===== config.mk =====
export PLATFORM = sky130hd
export DESIGN_NAME = conv_mac_seq_controller
export DESIGN_NICKNAME = d
export VERILOG_FILES = /design/src/rtl/conv_mac_seq_controller.sv
export SDC_FILE = /design/constraint.sdc
export NUM_CORES = 1
export LEC_CHECK = 0
export ABC_AREA = 1
export CAP_MARGIN = 20
export CORE_ASPECT_RATIO = 1.4
export CORE_MARGIN = 2
export CORE_UTILIZATION = 48
export CTS_CLUSTER_SIZE = 12
export DETAILED_ROUTE_END_ITERATION = 8
export GPL_TIMING_DRIVEN = 0
export PLACE_DENSITY = 0.72
export SETUP_SLACK_MARGIN = 0.4
export SLEW_MARGIN = 5
export SYNTH_ARGS = -nofsm -noshare
export SYNTH_HDL_FRONTEND = slang
export SYNTH_SLANG_ARGS = --single-unit

===== constraint.sdc =====
create_clock -name clk -period 5.95 [get_ports clk]
set_input_delay 1.19 -clock clk [delete_from_list [all_inputs] [get_ports clk]]
set_output_delay 1.19 -clock clk [all_outputs]
set_load 0.02 [all_outputs]

===== src/rtl/conv_mac_seq_controller.sv =====
// rtl/conv_mac_seq_controller.sv - KxK multi-channel strided convolution MAC sequencer
`timescale 1ns/1ps
module conv_mac_seq_controller #(
    parameter int DATA_SIZE           = 8,
    parameter int OUT_DATA_SIZE       = 24,
    parameter int IMG_SIZE            = 128,
    parameter int KERNEL              = 5,
    parameter int CHANNELS            = 1,
    parameter int STRIDE              = 1,
    parameter int IMG_ADDRESS_SIZE    = 18,
    parameter int WEIGHT_ADDRESS_SIZE = 10,
    parameter int OUT_ADDRESS_SIZE    = 14
) (
    input  logic                           clk,
    input  logic                           rst,
    input  logic                           start,
    input  logic                           relu_en,
    input  logic [DATA_SIZE-1:0]           img_data,
    input  logic [DATA_SIZE-1:0]           weight_data,
    output logic [IMG_ADDRESS_SIZE-1:0]    img_address,
    output logic [WEIGHT_ADDRESS_SIZE-1:0] weight_address,
    output logic                           img_data_ena,
    output logic                           weight_data_ena,
    input  logic                           out_ready,
    output logic                           data_validity,
    output logic [OUT_ADDRESS_SIZE-1:0]    out_address,
    output logic [OUT_DATA_SIZE-1:0]       out_data,
    output logic                           busy,
    output logic                           done
);

    localparam int OUT_SIZE = (IMG_SIZE - KERNEL) / STRIDE + 1;
    localparam int ACC_SIZE = 2 * DATA_SIZE + $clog2(KERNEL * KERNEL * CHANNELS);
    localparam int RW  = (OUT_SIZE > 1) ? $clog2(OUT_SIZE) : 1;
    localparam int KW  = (KERNEL > 1) ? $clog2(KERNEL) : 1;
    localparam int CHW = (CHANNELS > 1) ? $clog2(CHANNELS) : 1;
    localparam int IA  = IMG_ADDRESS_SIZE;
    localparam int WA  = WEIGHT_ADDRESS_SIZE;
    localparam int OA  = OUT_ADDRESS_SIZE;
    localparam int WW  = (ACC_SIZE > OUT_DATA_SIZE) ? ACC_SIZE : OUT_DATA_SIZE;
    localparam logic signed [WW-1:0] SAT_MAX = WW'((64'sd1 <<< (OUT_DATA_SIZE - 1)) - 64'sd1);
    localparam logic signed [WW-1:0] SAT_MIN = -SAT_MAX - WW'(1);

    typedef enum logic [2:0] {IDLE, RUN, DRAIN, OUT, FIN} state_t;

    state_t state, state_next;

    logic [RW-1:0]  r, c;
    logic [CHW-1:0] ch;
    logic [KW-1:0]  kr, kc;
    logic           relu_q;
    logic           rd_valid, rd_first;
    logic signed [ACC_SIZE-1:0]    acc, acc_sum, relu_val;
    logic signed [2*DATA_SIZE-1:0] product;
    logic signed [WW-1:0]          wide;
    logic [OUT_DATA_SIZE-1:0]      fmt;
    logic last_tap, last_pix, first_tap;

    assign first_tap = (ch == '0) && (kr == '0) && (kc == '0);
    assign last_tap  = (ch == CHW'(CHANNELS - 1)) && (kr == KW'(KERNEL - 1)) && (kc == KW'(KERNEL - 1));
    assign last_pix  = (r == RW'(OUT_SIZE - 1)) && (c == RW'(OUT_SIZE - 1));

    assign img_address = IA'(ch) * IA'(IMG_SIZE * IMG_SIZE)
                       + (IA'(r) * IA'(STRIDE) + IA'(kr)) * IA'(IMG_SIZE)
                       + IA'(c) * IA'(STRIDE) + IA'(kc);
    assign weight_address = WA'(ch) * WA'(KERNEL * KERNEL) + WA'(kr) * WA'(KERNEL) + WA'(kc);
    assign out_address    = OA'(r) * OA'(OUT_SIZE) + OA'(c);

    always_ff @(posedge clk) begin
        if (rst) state <= IDLE;
        else     state <= state_next;
    end

    always_comb begin
        state_next      = state;
        busy            = 1'b0;
        done            = 1'b0;
        data_validity   = 1'b0;
        img_data_ena    = 1'b0;
        weight_data_ena = 1'b0;
        case (state)
            IDLE: if (start) state_next = RUN;
            RUN: begin
                busy            = 1'b1;
                img_data_ena    = 1'b1;
                weight_data_ena = 1'b1;
                if (last_tap) state_next = DRAIN;
            end
            DRAIN: begin
                busy       = 1'b1;
                state_next = OUT;
            end
            OUT: begin
                busy          = 1'b1;
                data_validity = 1'b1;
                if (out_ready) state_next = last_pix ? FIN : RUN;
            end
            FIN: begin
                done       = 1'b1;
                state_next = IDLE;
            end
            default: state_next = IDLE;
        endcase
    end

    always_ff @(posedge clk) begin
        if (rst) begin
            r      <= '0;
            c      <= '0;
            ch     <= '0;
            kr     <= '0;
            kc     <= '0;
            relu_q <= 1'b0;
        end else begin
            case (state)
                IDLE: if (start) begin
                    r      <= '0;
                    c      <= '0;
                    ch     <= '0;
                    kr     <= '0;
                    kc     <= '0;
                    relu_q <= relu_en;
                end
                RUN: begin
                    if (kc == KW'(KERNEL - 1)) begin
                        kc <= '0;
                        if (kr == KW'(KERNEL - 1)) begin
                            kr <= '0;
                            if (ch == CHW'(CHANNELS - 1)) ch <= '0;
                            else                          ch <= ch + CHW'(1);
                        end else begin
                            kr <= kr + KW'(1);
                        end
                    end else begin
                        kc <= kc + KW'(1);
                    end
                end
                OUT: if (out_ready && !last_pix) begin
                    ch <= '0;
                    kr <= '0;
                    kc <= '0;
                    if (c == RW'(OUT_SIZE - 1)) begin
                        c <= '0;
                        r <= r + RW'(1);
                    end else begin
                        c <= c + RW'(1);
                    end
                end
                default: ;
            endcase
        end
    end

    // BRAM data lags the address by one cycle, so the tap-valid and first-tap flags lag too.
    assign product = signed'(img_data) * signed'(weight_data);
    assign acc_sum = (rd_first ? ACC_SIZE'(0) : acc) + ACC_SIZE'(product);

    always_comb begin
        relu_val = (relu_q && acc_sum < 0) ? ACC_SIZE'(0) : acc_sum;
        wide     = WW'(relu_val);
        if (wide > SAT_MAX)      fmt = OUT_DATA_SIZE'(SAT_MAX);
        else if (wide < SAT_MIN) fmt = OUT_DATA_SIZE'(SAT_MIN);
        else                     fmt = OUT_DATA_SIZE'(wide);
    end

    always_ff @(posedge clk) begin
        if (rst) begin
            rd_valid <= 1'b0;
            rd_first <= 1'b0;
            acc      <= '0;
            out_data <= '0;
        end else begin
            rd_valid <= img_data_ena;
            rd_first <= img_data_ena && first_tap;
            if (rd_valid) acc <= acc_sum;
            if (state == DRAIN) out_data <= fmt;
        end
    end

endmodule


==> summary.md <==
| Metric | Value |
|---|---|
| Worst rel slew slack | 0.572 |
| Post-synth ARST share | 0 |
| Crit Reg-Reg Endpoint | out_data[0]$_SDFFE_PP0P_ |
| Crit path DAT | 4.22 ns |
| H-tree Lvls | 3 |
| Gr busiest metal | met2 |
| FP Rows | 59 |
| End point of the critical path | out_address[10] |
| Most common cell after layout, fill and taps aside | nand2_1 |
| Max Slew Vio Count | 0 |
| Gpl congestion | 0.882 |
| Crit path kind | flop to output port |
| Final setup viols | 0 |
| Critical Path End Type | output port |
| Met1 GRT Util | 0.239 |
| Cell count after synthesis | 1241 |
| Hold-fix buffers, CTS | 0 |
| TNS Setup | 0 ns |
| Mean Syn Cell Area | 7.39 µm² |
| Layout Utilization | 0.598 |
| I/O Buffers | 71 |
| Synth Area in Adders | 0.372 |
| Cell family with the largest share of critical-path delay | adder cells |
| Final min period | 5.41 ns |
| Drt drc | 0 |
| Grt ovf | 0 |
| Layout Skew | 0.00687 ns |
| Number of synthesized flops with an enable pin | 0 |
| Post-Place Worst Slack | -0.456 ns |
| Largest net degree at the start of global routing | 15 |
| Clk slew on worst S/H paths | 0.06 ns |
| Status | finished, final reports clean |
| WL/cell | 14.3 µm |
| Max cap viols | 0 |
| Post-DP Area | 10300 µm² |
| Die W | 121 µm |
| Total Routing Usage GR | 0.230 |
| Synth Flop Type | dfxtp_1 |
| Max Buffers Root-to-Sink | 2 |
| WP buf/inv | 4 |
| Final-stage net count | 1576 |
| Slowest-stage cell, CP | fa_1 |
| Clk root buf | clkbuf_16 |
| Sequential fraction of the synthesis area | 0.148 |
| Die footprint | 20300 µm² |
| Leak Pwr | 0.00579 µW |
| Max Freq | 185 MHz |
| Worst stage delay on the critical path | 0.58 ns |
| Max IR drop VDD | 0.265 mV |
| Largest family of logic cells by synthesized area | adder cells |
| Clk Latency, worst-skew pair | 0.34 ns |
| Synthesized area | 9180 µm² |
| First-pass GRT wire length | 38100 µm |
| Final ANT Viol Nets | 0 |
| Final Instance Area | 11200 µm² |
| Hold Path Class | flop to flop |
| Post-Route WL | 22900 µm |
| Fraction of synthesized cell area in xor and xnor cells | 0.0477 |
| Pwr Total | 5300 µW |
| Worst reg2reg startpoint | rd_first$_SDFF_PP0_ |
| PD cells | 475 nW/µm² |
| Core ar. | 18700 µm² |
| Critical Path Stages | 14 |
| Initial antenna violation count | 0 |
| Critical Path Start | r[0]$_SDFFE_PP0P_ |
| Post-DR vias/cell | 5.05 |
| Critical path required time | 4.76 ns |
| Fin worst setup slack | 0.544 ns |
| Netlist cell types | 40 |
| DRT Pass-1 Iters | 5 |
| GR Util met3 | 0.0368 |
| Diode count | 0 |
| Dpl hpwl | 18800 µm |
| Vias in the first global route | 8383 |
| Most frequent cells in the layout | 287 x nand2_1, 248 x inv_1, 106 x fa_1 |
| CP Launch Type | flop |
| CTS sink count | 68 |
| Synth Area in Compound Gates | 0.0683 |
| Layout area overhead | 21.7% |
| Reg2Reg Depth | 22 |
| Worst slew pin tran | 0.642 ns |
| Yosys warning total | 0 |
| Mux contribution to synthesized area | 0 |
| Vias | 8060 |
| R2r setup slk | 0.84 ns |
| Period utilization | 0.909 |
| Fraction of layout cells with a size suffix above 1 | 0.121 |
| Initial core utilization | 0.491 |
| Detailed Route Iter0 Violations | 291 |
| CTS tree | done |
| Met2 Usage GRT | 0.452 |
| Fin. Hold Viols | 0 |
| Num CTS Buffers | 9 |
| Unrepaired setup endpoints after global routing | yes |
| Crit-path cells | fa_1 > inv_1 > fa_2 > fa_1 > inv_1 > ha_4 > xnor2_1 > ha_1 > buf_4 > a21o_1 > nand2_1 > nor3_4 > xor2_1 > clkdlybuf4s15_1 |
| Worst Path Max Fanout | 8 |
| Simple-Gate Fraction of Synth Area | 0.230 |
| I/O pin total | 92 |
| Die height | 168 µm |
| Seq cells post-synth | 68 |
==> through the flow <==
stage,instances,hold WS [ns]
6_report,1597,0.463
5_1_grt,1597,0.477
4_1_cts,1585,0.469
3_5_place_dp,1560,0.457
3_3_place_gp,1560,0.454
2_1_floorplan,1245,0.449
==> kinds of logic after synthesis <==
family / after synthesis
simple gates: 496
flops: 68
buf+inv: 308
compound gates: 111
fa+ha+maj: 207
xor+xnor: 50
other cells: 1
==> power breakdown <==
group	switching (µW)	internal [µW]	total, µW
Combinational	2390	1800	4190
Clock	221	332	552
Sequential	50.9	513	564
Total	2660	2650	5300
==> worst reg2reg max path, cell delays in order, from the launching register on <==
cell and delay (ns):
dfxtp_1 0.46, clkbuf_1 0.48, nor2_1 0.17, fa_1 0.55, inv_1 0.05, fa_1 0.49, inv_1 0.04, fa_1 0.47
fa_1 0.51, ha_1 0.31, ha_1 0.37, nand2_1 0.09, nand2_1 0.07, nand2_1 0.09, nand2_2 0.08, a21oi_2 0.17
nand2_4 0.08, inv_2 0.07, nand2_4 0.06, nand3_4 0.10, buf_6 0.14, nand2_1 0.06, a21oi_1 0.13
==> registers in the layout, summed over array words and instances, names as in the netlist <==
signal,count
relu_q,1
acc,21
state,3
r,7
kc,3
out_data,21
rd_first,1
c,7
kr,3
rd_valid,1
==> synth_stat cells (2+ instances only) <==
cell type    n  area share
or2_2        2      0.0014
nor3_1      14      0.0076
nand3_2      5      0.0055
nand3_1     51       0.028
xnor2_1     17       0.016
o21bai_1     2      0.0016
o21ai_0     21       0.011
xor2_1      33       0.032
o211ai_1    13       0.011
inv_1      254        0.10
nand4_1     10      0.0068
nor2_1      86       0.035
nand2_2      6      0.0041
clkinv_1     3      0.0012
nand2_1    304        0.12
a31oi_1      4      0.0027
nand2_4      2      0.0025
nor3b_1      4      0.0033
dfxtp_1     68        0.15
fa_1       110        0.24
a21o_1       3      0.0025
nand3b_1     8      0.0065
a21oi_1     63       0.034
inv_2        4      0.0016
clkbuf_1    30       0.012
buf_4       14       0.011
ha_1        97        0.13
==> cell type report <==
cell class / instances / area (µm²)
clock inverters: 7 / 82.6
flip-flops and latches: 68 / 1370
inverters: 262 / 1000
clock buffers: 9 / 225
repair buffers: 92 / 883
plain buffers: 46 / 278
fillers: 1707 / 7510
well taps: 244 / 305
multi-input cells: 869 / 7020
==> per-layer routing <==
metal | routed length [µm] | vias up
met5 | 0 | -
met4 | 705 | 0
met3 | 882 | 61
met2 | 12700 | 183
met1 | 8570 | 3840
li1 | - | 3976
==> how the worst min path moves through the flow <==
| stage | from | end | slack, ns | depth (start not counted) |
|---|---|---|---|---|
| global route | out_data[7]$_SDFFE_PP0P_ | out_data[7]$_SDFFE_PP0P_ | 0.48 | 2 |
| floorplan | acc[10]$_SDFFE_PP0P_ | acc[10]$_SDFFE_PP0P_ | 0.45 | 2 |
| global placement | out_data[15]$_SDFFE_PP0P_ | out_data[15]$_SDFFE_PP0P_ | 0.45 | 2 |
| CTS | out_data[7]$_SDFFE_PP0P_ | out_data[7]$_SDFFE_PP0P_ | 0.47 | 2 |
| finish | out_data[7]$_SDFFE_PP0P_ | out_data[7]$_SDFFE_PP0P_ | 0.46 | 2 |
| detailed placement | out_data[12]$_SDFFE_PP0P_ | out_data[12]$_SDFFE_PP0P_ | 0.46 | 2 |
==> repair_timing <==
| action | CTS | global route |
|---|---|---|
| cloned | 2 | 0 |
| pin swaps | 10 | 30 |
| resized for setup | 48 | 73 |
| setup endpoints to repair | 39 | 32 |
| hold endpoints to repair | 0 | 0 |
| buffers inserted | 7 | 12 |
No activity file was read; power rests on OpenSTA's default activity.
